### src/rtl/addsub_share_ctrl_if.sv
// Handshake bundle between the requesters and the shared add/sub controller.
interface addsub_share_ctrl_if #(
    parameter int NREQ = 2
);
    logic [NREQ-1:0]    req_valid;
    logic [NREQ-1:0]    req_ready;
    logic [NREQ*64-1:0] req_a;
    logic [NREQ*64-1:0] req_b;
    logic [NREQ-1:0]    req_sub;
    logic [NREQ-1:0]    rsp_valid;
    logic [NREQ-1:0]    rsp_ready;
    logic [63:0]        rsp_sum;
    logic               rsp_cout;
    logic               rsp_ovf;
    logic               zf;
    logic               sf;
    logic               of;

    modport master (
        output req_valid, req_a, req_b, req_sub, rsp_ready,
        input  req_ready, rsp_valid, rsp_sum, rsp_cout, rsp_ovf, zf, sf, of
    );

    modport slave (
        input  req_valid, req_a, req_b, req_sub, rsp_ready,
        output req_ready, rsp_valid, rsp_sum, rsp_cout, rsp_ovf, zf, sf, of
    );
endinterface

### src/rtl/addsub_share_ctrl.sv
// Round-robin controller sharing one 64-bit add/sub datapath among NREQ
// requesters. Each op takes IDLE (grant) -> EXEC (compute) -> RESP (hold
// result until the granted requester consumes it).
module addsub_share_ctrl #(
    parameter int NREQ = 2
) (
    input  logic               clk,
    input  logic               rst,
    addsub_share_ctrl_if.slave bus
);
    localparam int PTR_W = (NREQ > 2) ? 2 : 1;

    typedef enum logic [1:0] {
        IDLE = 2'd0,
        EXEC = 2'd1,
        RESP = 2'd2
    } state_t;

    state_t             state_q, state_d;
    logic [PTR_W-1:0]   rr_ptr_q, rr_ptr_d;
    logic [PTR_W-1:0]   gnt_q, gnt_d;
    logic [63:0]        a_q, a_d;
    logic [63:0]        b_q, b_d;
    logic               sub_q, sub_d;
    logic [NREQ-1:0]    rsp_valid_q, rsp_valid_d;
    logic [63:0]        sum_q, sum_d;
    logic               cout_q, cout_d;
    logic               ovf_q, ovf_d;
    logic               zf_q, zf_d;
    logic               sf_q, sf_d;
    logic               of_q, of_d;

    logic [PTR_W-1:0]   sel_idx;
    logic [PTR_W-1:0]   cand;
    logic               sel_found;
    logic [NREQ-1:0]    req_ready_c;
    logic [63:0]        b_eff;
    logic [64:0]        add_full;
    logic               add_ovf;
    logic [63:0]        op_a [NREQ];
    logic [63:0]        op_b [NREQ];

    for (genvar gi = 0; gi < NREQ; gi++) begin : g_unpack
        assign op_a[gi] = bus.req_a[64*gi +: 64];
        assign op_b[gi] = bus.req_b[64*gi +: 64];
    end

    // Shared adder: subtraction is a + ~b + 1, so c_out=1 means no borrow.
    always_comb begin
        b_eff    = sub_q ? ~b_q : b_q;
        add_full = {1'b0, a_q} + {1'b0, b_eff} + {64'd0, sub_q};
        add_ovf  = (a_q[63] == b_eff[63]) && (add_full[63] != a_q[63]);
    end

    // Round-robin search starting at rr_ptr and wrapping modulo NREQ.
    always_comb begin
        sel_found = 1'b0;
        sel_idx   = '0;
        cand      = '0;
        for (int k = 0; k < NREQ; k++) begin
            cand = PTR_W'((int'(rr_ptr_q) + k) % NREQ);
            if (!sel_found && bus.req_valid[cand]) begin
                sel_found = 1'b1;
                sel_idx   = cand;
            end
        end
    end

    // Grant is combinational and only offered while idle.
    always_comb begin
        req_ready_c = '0;
        if (state_q == IDLE && sel_found) begin
            req_ready_c[sel_idx] = 1'b1;
        end
    end

    // Next-state and next-output computation for the controller FSM.
    always_comb begin
        state_d     = state_q;
        rr_ptr_d    = rr_ptr_q;
        gnt_d       = gnt_q;
        a_d         = a_q;
        b_d         = b_q;
        sub_d       = sub_q;
        rsp_valid_d = rsp_valid_q;
        sum_d       = sum_q;
        cout_d      = cout_q;
        ovf_d       = ovf_q;
        zf_d        = zf_q;
        sf_d        = sf_q;
        of_d        = of_q;
        case (state_q)
            IDLE: begin
                if (sel_found) begin
                    a_d      = op_a[sel_idx];
                    b_d      = op_b[sel_idx];
                    sub_d    = bus.req_sub[sel_idx];
                    gnt_d    = sel_idx;
                    rr_ptr_d = (sel_idx == PTR_W'(NREQ - 1)) ? '0 : sel_idx + 1'b1;
                    state_d  = EXEC;
                end
            end
            EXEC: begin
                sum_d              = add_full[63:0];
                cout_d             = add_full[64];
                ovf_d              = add_ovf;
                zf_d               = (add_full[63:0] == 64'd0);
                sf_d               = add_full[63];
                of_d               = add_ovf;
                rsp_valid_d        = '0;
                rsp_valid_d[gnt_q] = 1'b1;
                state_d            = RESP;
            end
            RESP: begin
                if (bus.rsp_ready[gnt_q]) begin
                    rsp_valid_d = '0;
                    state_d     = IDLE;
                end
            end
            default: begin
                rsp_valid_d = '0;
                state_d     = IDLE;
            end
        endcase
    end

    // State and result registers; reset drops any in-flight op.
    always_ff @(posedge clk or posedge rst) begin
        if (rst) begin
            state_q     <= IDLE;
            rr_ptr_q    <= '0;
            gnt_q       <= '0;
            a_q         <= '0;
            b_q         <= '0;
            sub_q       <= 1'b0;
            rsp_valid_q <= '0;
            sum_q       <= '0;
            cout_q      <= 1'b0;
            ovf_q       <= 1'b0;
            zf_q        <= 1'b0;
            sf_q        <= 1'b0;
            of_q        <= 1'b0;
        end else begin
            state_q     <= state_d;
            rr_ptr_q    <= rr_ptr_d;
            gnt_q       <= gnt_d;
            a_q         <= a_d;
            b_q         <= b_d;
            sub_q       <= sub_d;
            rsp_valid_q <= rsp_valid_d;
            sum_q       <= sum_d;
            cout_q      <= cout_d;
            ovf_q       <= ovf_d;
            zf_q        <= zf_d;
            sf_q        <= sf_d;
            of_q        <= of_d;
        end
    end

    assign bus.req_ready = req_ready_c;
    assign bus.rsp_valid = rsp_valid_q;
    assign bus.rsp_sum   = sum_q;
    assign bus.rsp_cout  = cout_q;
    assign bus.rsp_ovf   = ovf_q;
    assign bus.zf        = zf_q;
    assign bus.sf        = sf_q;
    assign bus.of        = of_q;
endmodule

### src/flat_wrapper.sv
// flat-port wrapper written by rule: the top's interface ports become plain ports
module addsub_share_ctrl_flat 
#(
    parameter int NREQ = 2
)
  (clk, rst, bus_req_valid, bus_req_a, bus_req_b, bus_req_sub, bus_rsp_ready, bus_req_ready, bus_rsp_valid, bus_rsp_sum, bus_rsp_cout, bus_rsp_ovf, bus_zf, bus_sf, bus_of);
  addsub_share_ctrl_if #(.NREQ(NREQ)) bus_i ();
  input  logic clk;
  input  logic rst;
  input wire logic [$bits(bus_i.req_valid)-1:0] bus_req_valid;
  input wire logic [$bits(bus_i.req_a)-1:0] bus_req_a;
  input wire logic [$bits(bus_i.req_b)-1:0] bus_req_b;
  input wire logic [$bits(bus_i.req_sub)-1:0] bus_req_sub;
  input wire logic [$bits(bus_i.rsp_ready)-1:0] bus_rsp_ready;
  output wire logic [$bits(bus_i.req_ready)-1:0] bus_req_ready;
  output wire logic [$bits(bus_i.rsp_valid)-1:0] bus_rsp_valid;
  output wire logic [$bits(bus_i.rsp_sum)-1:0] bus_rsp_sum;
  output wire logic [$bits(bus_i.rsp_cout)-1:0] bus_rsp_cout;
  output wire logic [$bits(bus_i.rsp_ovf)-1:0] bus_rsp_ovf;
  output wire logic [$bits(bus_i.zf)-1:0] bus_zf;
  output wire logic [$bits(bus_i.sf)-1:0] bus_sf;
  output wire logic [$bits(bus_i.of)-1:0] bus_of;
  assign bus_i.req_valid = bus_req_valid;
  assign bus_i.req_a = bus_req_a;
  assign bus_i.req_b = bus_req_b;
  assign bus_i.req_sub = bus_req_sub;
  assign bus_i.rsp_ready = bus_rsp_ready;
  assign bus_req_ready = bus_i.req_ready;
  assign bus_rsp_valid = bus_i.rsp_valid;
  assign bus_rsp_sum = bus_i.rsp_sum;
  assign bus_rsp_cout = bus_i.rsp_cout;
  assign bus_rsp_ovf = bus_i.rsp_ovf;
  assign bus_zf = bus_i.zf;
  assign bus_sf = bus_i.sf;
  assign bus_of = bus_i.of;
  addsub_share_ctrl #(.NREQ(NREQ)) u_core (.clk(clk), .rst(rst), .bus(bus_i));
endmodule
### config.mk
export PLATFORM = sky130hd
export DESIGN_NAME = addsub_share_ctrl_flat
export DESIGN_NICKNAME = d
export VERILOG_FILES = /design/src/rtl/addsub_share_ctrl_if.sv /design/src/rtl/addsub_share_ctrl.sv /design/src/flat_wrapper.sv
export SDC_FILE = /design/constraint.sdc
export NUM_CORES = 1
export LEC_CHECK = 0
export CAP_MARGIN = 20
export CORE_AREA = 2 2 120 209
export DETAILED_ROUTE_END_ITERATION = 10
export DIE_AREA = 0 0 122 211
export PLACE_DENSITY = 0.86
export SETUP_SLACK_MARGIN = 0.5
export SYNTH_ARGS = -nofsm -noshare
export SYNTH_HDL_FRONTEND = slang
export SYNTH_SLANG_ARGS = --single-unit
### constraint.sdc
create_clock -name clk -period 21.1 [get_ports clk]
set_input_delay 4.22 -clock clk [delete_from_list [all_inputs] [get_ports clk]]
set_output_delay 4.22 -clock clk [all_outputs]
set_load 0.005 [all_outputs]
==> reports/metrics.cfg, run 1 <==
[logic_synthesis]
syn_nets=1722
synth_top_area_share=0.397
synth_cell_types=69
synthMuxAreaShare=0.0104
syn_inst=1389
synth-simple-area-share=0.122
synth_top_cell_by_area=dfrtp_1
postSynthAreaPerCell_um2=9.17
synth_top_family_by_area=compound AO/OA/AOI/OAI gates
synth_ff_type=dfrtp_1
synth-compound-area-share=0.248
yosysWarnings=0
seq_area_frac_synth=0.397
synth_area_leaders=dfrtp_1, a222oi_1, ha_1
synthAdderAreaFrac=0.0684
synth_edf_count=0
syn_area_um2=12700
ys_async_sr_fraction=1.00
synth_xor_area_frac=0.0819
yosys_register_bits=202

[timing]
rsz0062_at_grt=no
fmax_mhz=93.7
period_minus_slack_ps=10670
fin_setup_tns_ps=0
tightest_slew_ps=1080
setup-violations-final=0
final.setup_skew_ps=11.1
max_slew_margin=0.278
drv_slew=0
period_share=0.506
finalHoldViolCount=0

[detailed_routing]
drt_iter0_markers=1284
drt-vias-per-instance=6.22
vias=12400
wire_per_inst_um=20.6
drt_wl_total_mm=41.1
drt_first_pass_iters=11
ant_nets=0
drc=6

[run_status]
violations=DRC
status=finished, violations left

[global_route]
grt_util_met2=0.590
overflow=0
antenna_found_initial=0
grt_start_max_net_pins=127
grt_busiest_layer=met2
grt_pass1_wl_mm=63.9
grt_pass1_vias=12600
met1_usage=0.335
grtUsageMet3=0.0335
track_usage=0.312

[setup_path]
endpoint_kind=primary output
worst-setup-path-type=input port to primary output
cp.arrival_ps=6450
required_ps=16880
worstPathMaxFanout=57
cp-start-kind=input port

[clock_network]
clkTransAtPathRegs_ps=60
cts_max_level=1
cts_tree=yes
hold_buffers=0
clock-sinks=202
cts_buffers=20
insertion_delay_ps=500
clk_path_buf_depth=3
cts_root_buf=clkbuf_16
post_cts.repair.setup_buffers=0
cts_resized=0

[cells_and_area]
layout-drive-gt1-share=0.0469
syn_to_final_growth_pct=33.4
n_fill_cell=1819
n_antenna_cell=0
final_nets=2002

[place]
place_hpwl_mm=30.9
gp_congestion=0.970
io_buffers=336

[floorplanning]
initial_utilization=0.532
coreArea_um2=23900
die-height_um=211
placementRows=75
num_io_pins=337
die-area_um2=25700
fp.dieW_um=122

[job]
drv_cap=0

[min_path]
hold_path_class=flop to flop

cell usage after synthesis, drive strengths merged (33+ instances only):
cell type,instances
ha,68
nor2,54
a21oi,82
dfrtp,202
xor2,86
nand2,151
o21ai,91
clkbuf,66
a222oi,129
xnor2,33
inv,154
sequential cells by signal, indices dropped and copies added, names as in the netlist:
register              flops
u_core.b_q               64
u_core.bus.rsp_ovf        1
u_core.gnt_q              1
u_core.bus.sf             1
u_core.a_q               64
u_core.sub_q              1
u_core.state_q            2
u_core.rr_ptr_q           1
u_core.bus.rsp_valid      2
u_core.bus.rsp_cout       1
u_core.bus.rsp_sum       63
u_core.bus.zf             1
through the flow:
stage	instance area, um2	worst slack [ps]	util	hold WS, ps	std cells
2_1_floorplan	12700	11370	-	444	1389
3_3_place_gp	16200	10520	0.678	456	1954
3_5_place_dp	16200	10480	0.678	465	1954
4_1_cts	17000	10460	0.708	479	1990
5_1_grt	17000	10350	0.709	502	1991
6_report	17000	10430	0.709	477	1991
worst max-delay path, cell delays in order:
cell and delay, ps:
clkdlybuf4s50_1 530, o21ai_4 70, buf_4 300, inv_1 140, and2_4 510, clkdlybuf4s50_1 610
logic make-up after synthesis:
kind of cell	count (synthesis)
compound gates	423
simple gates	325
buf+inv	239
flops	202
xor+xnor	119
fa+ha+maj	69
mux	12
final timing paths:
check                                     startpoint                         end  slack (ps)  cells past startpoint
max                                 bus_req_valid[0]            bus_req_ready[0]       10430                      6
min                        u_core.bus.zf$_DFFE_PP0N_   u_core.bus.zf$_DFFE_PP0N_         480                      2
max reg2reg                 u_core.sub_q$_DFFE_PP0P_   u_core.bus.zf$_DFFE_PP0N_       16150                     14
min reg2reg                u_core.bus.zf$_DFFE_PP0N_   u_core.bus.zf$_DFFE_PP0N_         480                      2
max in group asynchronous                        rst  u_core.b_q[40]$_DFFE_PP0P_       15290                      3
min in group asynchronous                        rst    u_core.gnt_q$_DFFE_PP0P_        4300                      2
layout make-up:
| type | instances | area (um2) | area share |
|---|---|---|---|
| clock buffers | 26 | 574 | 0.0338 |
| clock inverters | 10 | 153 | 0.00899 |
| inverters | 154 | 586 | 0.0345 |
| multi-input cells | 948 | 6790 | 0.400 |
| flip-flops and latches | 202 | 5060 | 0.298 |
| well taps | 308 | 385 | 0.0227 |
| repair buffers | 343 | 3440 | 0.202 |
cell usage in the layout, fill, tap and decap left out, types with 4 or more instances in the layout:
master and instances:
a211oi_1 11, a21o_1 25, a21oi_1 79, a221o_1 7, a222oi_1 129, a31oi_1 6
and2_1 8, and3_1 7, buf_4 6, bufinv_16 4, clkbuf_16 21, clkdlybuf4s50_1 336
clkinv_2 5, dfrtp_1 201, ha_1 68, inv_1 153, mux2_2 7, mux2i_1 4
nand2_1 150, nand2b_1 6, nand3_1 18, nand4_1 23, nor2_1 53, nor2b_1 7
nor3_1 16, nor4_1 6, o211ai_1 5, o21a_1 8, o21ai_0 79, o21ai_1 11
o21bai_1 20, o22ai_1 4, o31ai_1 8, or4_1 7, xnor2_1 33, xor2_1 86
per-layer routing:
metal | vias to the layer above | part of all wire
li1 | 5684 | -
met1 | 5951 | 0.35
met2 | 600 | 0.54
met3 | 143 | 0.056
met4 | 0 | 0.055
met5 | - | 0
Power of run 1 is not shown: default switching activity piles up to over one toggle a cycle in this logic, so the estimate is an artifact.
==> inputs of run 2 (changes only) <==
CORE_AREA = 2 2 131 228   (was 2 2 120 209)
DIE_AREA = 0 0 133 230   (was 0 0 122 211)
PLACE_DENSITY = 0.77   (was 0.86)
clock period = 9.2 ns   (was 21.1 ns; I/O delays follow)
==> reports/metrics.cfg, run 2 (synthesized netlist as in run 1, its figures left out) <==
[detailed_routing]
wire_per_inst_um=20.1  ; was 20.6 um
vias=12000  ; was 12,400
route.met2.wl_mm=23.0  ; was 22.1 mm
dr.max_layer_used=met4  ; unchanged
drt-met1-wl_mm=14.5  ; was 14.4 mm
drt_first_pass_iters=10  ; was 11
ant_nets=0  ; unchanged
drc=0  ; was 6
drt_iter0_markers=1051  ; was 1,284
drt-vias-per-instance=5.83  ; was 6.22
drt_wl_total_mm=41.4  ; was 41.1 mm
wl_met3_mm=1.95  ; was 2.32 mm

[run_status]
status=complete, no violations  ; was finished, violations left

[floorplanning]
die-height_um=230  ; was 211 um
die-area_um2=30600  ; was 25,700 um2
placementRows=82  ; was 75
num_io_pins=337  ; unchanged
fp.dieW_um=133  ; was 122 um
initial_utilization=0.445  ; was 0.532
coreArea_um2=28600  ; was 23,900 um2

[clock_network]
clkTransAtPathRegs_ps=60  ; about the same
cts_buffers=21  ; was 20
cts_root_buf=clkbuf_16  ; unchanged
cts_resized=0  ; unchanged
insertion_delay_ps=530  ; was 500 ps
hold_buffers=0  ; unchanged
clk_path_buf_depth=3  ; unchanged
cts_max_level=1  ; unchanged
clock-sinks=202  ; unchanged
post_cts.repair.setup_buffers=0  ; unchanged
cts_tree=yes  ; unchanged

[timing]
fin_setup_tns_ps=0  ; unchanged
max_slew_margin=0.346  ; was 0.278
period_minus_slack_ps=6000
fmax_mhz=167
drv_slew=0  ; unchanged
finalHoldViolCount=0  ; unchanged
tightest_slew_ps=981  ; was 1080 ps
setup-violations-final=0  ; unchanged
final.setup_skew_ps=24.4  ; was 11.1 ps
rsz0062_at_grt=no  ; unchanged
holdWs_ps=464  ; was 477 ps
period_share=0.652

[cells_and_area]
n_fill_cell=2491  ; was 1,819
layout-drive-gt1-share=0.0463  ; was 0.0469
final_nets=2005  ; was 2,002
multi_input_area_um2=6790  ; unchanged
final_common_cell=clkdlybuf4s50_1  ; unchanged
syn_to_final_growth_pct=33.7  ; was 33.4%
regArea_um2=5060  ; unchanged
final_cell_mix=clkdlybuf4s50_1, dfrtp_1, inv_1, nand2_1, a222oi_1  ; unchanged
n_antenna_cell=0  ; unchanged

[setup_path]
worstPathMaxFanout=57  ; unchanged
path_delay_family=buffers and inverters  ; unchanged
crit_path_frequent_cell=clkdlybuf4s50_1  ; unchanged
critPathBufInv=4  ; unchanged
slowest_stage=clkdlybuf4s50_1  ; unchanged
worst-setup-path-type=input port to primary output  ; unchanged
cp_cell_sequence=clkdlybuf4s50_1 -> o21ai_4 -> buf_4 -> inv_1 -> and2_4 -> clkdlybuf4s50_1  ; unchanged
cpPeakStageDelay_ps=640  ; was 610 ps
cp.arrival_ps=4160  ; was 6450 ps
cp-start-kind=input port  ; unchanged
required_ps=7360  ; was 16,880 ps
endpoint_kind=primary output  ; unchanged

[global_route]
grt_start_max_net_pins=126  ; was 127
grt_pass1_wl_mm=65.0  ; was 63.9 mm
track_usage=0.267  ; was 0.312
grt_pass1_vias=12400  ; was 12,600
overflow=0  ; unchanged
antenna_found_initial=0  ; unchanged

[min_path]
hold_path_class=flop to flop  ; unchanged

[place]
place_hpwl_mm=32.3  ; was 30.9 mm
io_buffers=336  ; unchanged
gp_congestion=0.892  ; was 0.970

[job]
drv_cap=0  ; unchanged

-- run 2: changes by cell type in the layout (fill, tap and decap cells not counted) --
cell | before | now
clkinv_2 | 5 | 1
bufinv_16 | 4 | 1
buf_4 | 6 | 8
clkbuf_1 | 2 | 4
clkbuf_8 | 3 | 5
clkinv_4 | 0 | 1
inv_6 | 0 | 1
-- run 2: worst min-delay path, cell delays in order, from the launching register on --
cell and delay [ps]:
dfrtp_1 340, nand2_1 50, nand2_1 50
-- run 2: per-stage QoR --
step            util  setup slack [ps]  cells  instance area (um2)
6_report       0.595              3200   2062                17000
5_1_grt        0.595              3100   2062                17000
3_5_place_dp   0.570              3220   2026                16300
3_3_place_gp   0.570              3240   2026                16300
4_1_cts        0.594              3210   2061                17000
2_1_floorplan      -              1850   1389                12700
-- run 2: worst paths after layout --
check                                          startpoint                            endpoint  slack [ps]  depth (start not counted)
worst max-delay path                     bus_req_valid[0]                    bus_req_ready[0]        3200                          6
worst min-delay path            u_core.bus.zf$_DFFE_PP0N_           u_core.bus.zf$_DFFE_PP0N_         460                          2
worst max register to register   u_core.sub_q$_DFFE_PP0P_           u_core.bus.zf$_DFFE_PP0N_        4460                         15
worst min register to register  u_core.bus.zf$_DFFE_PP0N_           u_core.bus.zf$_DFFE_PP0N_         460                          2
max in group asynchronous                             rst  u_core.bus.rsp_sum[41]$_DFFE_PP0N_        5780                          3
min in group asynchronous                             rst          u_core.a_q[61]$_DFFE_PP0P_        1900                          2
-- run 2: metal layers --
| layer | vias up | global-route usage |
|---|---|---|
| met3 | 108 | 0.0276 |
| li1 | 5686 | - |
| met1 | 5766 | 0.281 |
| met5 | - | 0 |
| met2 | 466 | 0.522 |
| met4 | 0 | 0.121 |
-- run 2: final cells by class --
type,instances,area share
flip-flops and latches,202,0.297
clock inverters,5,0.00353
repair buffers,345,0.203
multi-input cells,948,0.399
clock buffers,30,0.0358
well taps,378,0.0278
inverters,154,0.0344
Power of run 2 is left out for the same reason.
==> inputs of run 3 (changes only) <==
CORE_AREA = 2 2 124 217   (was 2 2 131 228)
DIE_AREA = 0 0 126 219   (was 0 0 133 230)
PLACE_DENSITY = 0.81   (was 0.77)
clock period = 6.2 ns   (was 9.2 ns; I/O delays follow)
==> reports/metrics.cfg, run 3 (synthesized netlist as in run 1, its figures left out) <==
[timing]
period_minus_slack_ps=4830
fmax_mhz=207
tightest_slew_ps=1080  ; was 981 ps
rsz0062_at_grt=no  ; unchanged
final.setup_skew_ps=20.3  ; was 24.4 ps
drv_slew=0  ; unchanged
fin_setup_tns_ps=0  ; unchanged
max_slew_margin=0.283  ; was 0.346
period_share=0.779
setup-violations-final=0  ; unchanged
finalHoldViolCount=0  ; unchanged

[setup_path]
cp.arrival_ps=5290  ; was 4160 ps
endpoint_kind=flop  ; was primary output
r2r_slack_ps=1370  ; was 4460 ps
crit_end=u_core.bus.zf$_DFFE_PP0N_  ; was bus_req_ready[0]
cp-start-kind=flop  ; was input port
worst-setup-path-type=flop to flop  ; was input port to primary output
rr_startpoint=u_core.sub_q$_DFFE_PP0P_  ; unchanged
cpPeakStageDelay_ps=1060  ; was 640 ps
worstPathMaxFanout=65  ; was 57
crit_path_frequent_cell=nand4_1  ; was clkdlybuf4s50_1
r2r-end=u_core.bus.zf$_DFFE_PP0N_  ; unchanged
critPathLaunch=u_core.sub_q$_DFFE_PP0P_  ; was bus_req_valid[0]
required_ps=6660  ; was 7360 ps
cp_cell_sequence=xor2_1 -> ha_1 -> a21oi_1 -> o21ai_0 -> a221o_1 -> a211oi_1 -> o21bai_1 -> xnor2_1 -> nor4b_1 -> nand4_1 -> nor4_2 -> nand4_1 -> nand2_1  ; was clkdlybuf4s50_1 -> o21ai_4 -> buf_4 -> inv_1 -> and2_4 -> clkdlybuf4s50_1
rr_worst_depth=13  ; was 15
slowest_stage=dfrtp_4  ; was clkdlybuf4s50_1

[floorplanning]
die-area_um2=27600  ; was 30,600 um2
die-height_um=219  ; was 230 um
coreArea_um2=25800  ; was 28,600 um2
num_io_pins=337  ; unchanged
initial_utilization=0.494  ; was 0.445
fp.dieW_um=126  ; was 133 um
placementRows=78  ; was 82

[clock_network]
cts_resized=0  ; unchanged
clk_path_buf_depth=3  ; unchanged
cts_tree=yes  ; unchanged
post_cts.repair.setup_buffers=0  ; unchanged
hold_buffers=0  ; unchanged
cts_buffers=21  ; unchanged
clock-sinks=202  ; unchanged
cts_root_buf=clkbuf_16  ; unchanged
cts_max_level=1  ; unchanged
clkTransAtPathRegs_ps=70  ; was 60 ps
insertion_delay_ps=520  ; was 530 ps

[detailed_routing]
drt_wl_total_mm=43.5  ; was 41.4 mm
drt_iter0_markers=1417  ; was 1,051
dr.max_layer_used=met4  ; unchanged
drt-vias-per-instance=6.13  ; was 5.83
drt-met1-wl_mm=15.0  ; was 14.5 mm
ant_nets=0  ; unchanged
drt_first_pass_iters=11  ; was 10
wl_met3_mm=1.97  ; was 1.95 mm
wire_per_inst_um=21.7  ; was 20.1 um
route.met2.wl_mm=24.2  ; was 23.0 mm
vias=12300  ; was 12,000
drc=9  ; was 0

[min_path]
min_path_cells=2  ; unchanged
hold_path_class=flop to flop  ; unchanged

[run_status]
violations=DRC
status=finished, violations left  ; was complete, no violations

[cells_and_area]
syn_to_final_growth_pct=33.3  ; was 33.7%
final_cell_mix=clkdlybuf4s50_1, dfrtp_1, inv_1, nand2_1, a222oi_1  ; unchanged
n_antenna_cell=0  ; unchanged
final_common_cell=clkdlybuf4s50_1  ; unchanged
n_fill_cell=2166  ; was 2,491
final_nets=2004  ; was 2,005
layout-drive-gt1-share=0.0475  ; was 0.0463

[place]
place_hpwl_mm=33.9  ; was 32.3 mm
io_buffers=336  ; unchanged
gp_congestion=0.968  ; was 0.892

[global_route]
overflow=0  ; unchanged
grt_pass1_vias=12800  ; was 12,400
grt_start_max_net_pins=119  ; was 126
grt_pass1_wl_mm=68.1  ; was 65.0 mm
antenna_found_initial=0  ; unchanged
track_usage=0.308  ; was 0.267

[job]
drv_cap=0  ; unchanged

-- run 3: cell count changes in the layout (fill, tap and decap cells not counted) --
cell        previous run  this run
clkinv_2               1         3
clkinvlp_4             1         3
buf_12                 0         1
buf_16                 1         0
buf_4                  8         7
bufinv_16              1         2
clkbuf_1               4         3
clkbuf_8               5         6
clkinv_4               1         0
inv_6                  1         0
inv_8                  1         0
-- run 3: cell type report --
cell class,instances,area [um2],area share
sequential,202,5060,0.298
clock inverter,7,90.1,0.00531
multi-input combinational,948,6790,0.400
clock buffer,30,619,0.0365
timing repair buffer,344,3440,0.202
inverter,154,582,0.0343
tap,320,400,0.0236
-- run 3: critical path, delay by kind of cell, from the launching register on --
| kind | cells | cell delay [ps] |
|---|---|---|
| xor+xnor | 2 | 460 |
| flops | 1 | 1060 |
| compound gates | 5 | 1560 |
| fa+ha+maj | 1 | 450 |
| simple gates | 5 | 1160 |
-- run 3: how the worst min path moves through the flow --
stage / from / to / slack (ps)
after CTS: u_core.bus.rsp_sum[15]$_DFFE_PP0N_ / u_core.bus.rsp_sum[15]$_DFFE_PP0N_ / 480
after detailed placement: u_core.bus.rsp_sum[40]$_DFFE_PP0N_ / u_core.bus.rsp_sum[40]$_DFFE_PP0N_ / 470
after global placement: u_core.bus.rsp_sum[21]$_DFFE_PP0N_ / u_core.bus.rsp_sum[21]$_DFFE_PP0N_ / 460
after floorplan: u_core.rr_ptr_q$_DFFE_PP0P_ / u_core.rr_ptr_q$_DFFE_PP0P_ / 440
after global routing: u_core.bus.rsp_sum[46]$_DFFE_PP0N_ / u_core.bus.rsp_sum[46]$_DFFE_PP0N_ / 500
final: u_core.bus.rsp_sum[14]$_DFFE_PP0N_ / u_core.bus.rsp_sum[14]$_DFFE_PP0N_ / 480
-- run 3: layer usage --
metal  vias up  global-route usage
met1      6009               0.319
met3       132              0.0307
met2       473               0.605
met4         0               0.152
li1       5671                   -
met5         -                   0
-- run 3: per-stage QoR --
step | cell area [um2] | hold WS (ps) | setup slack (ps) | util | std cells
6_report | 17000 | 479 | 1370 | 0.659 | 2005
4_1_cts | 17000 | 484 | 1360 | 0.659 | 2005
5_1_grt | 17000 | 501 | 981 | 0.659 | 2005
2_1_floorplan | 12700 | 444 | 2320 | - | 1389
3_5_place_dp | 16300 | 469 | 1380 | 0.631 | 1968
3_3_place_gp | 16300 | 462 | 1380 | 0.631 | 1968
Power of run 3 is left out for the same reason.
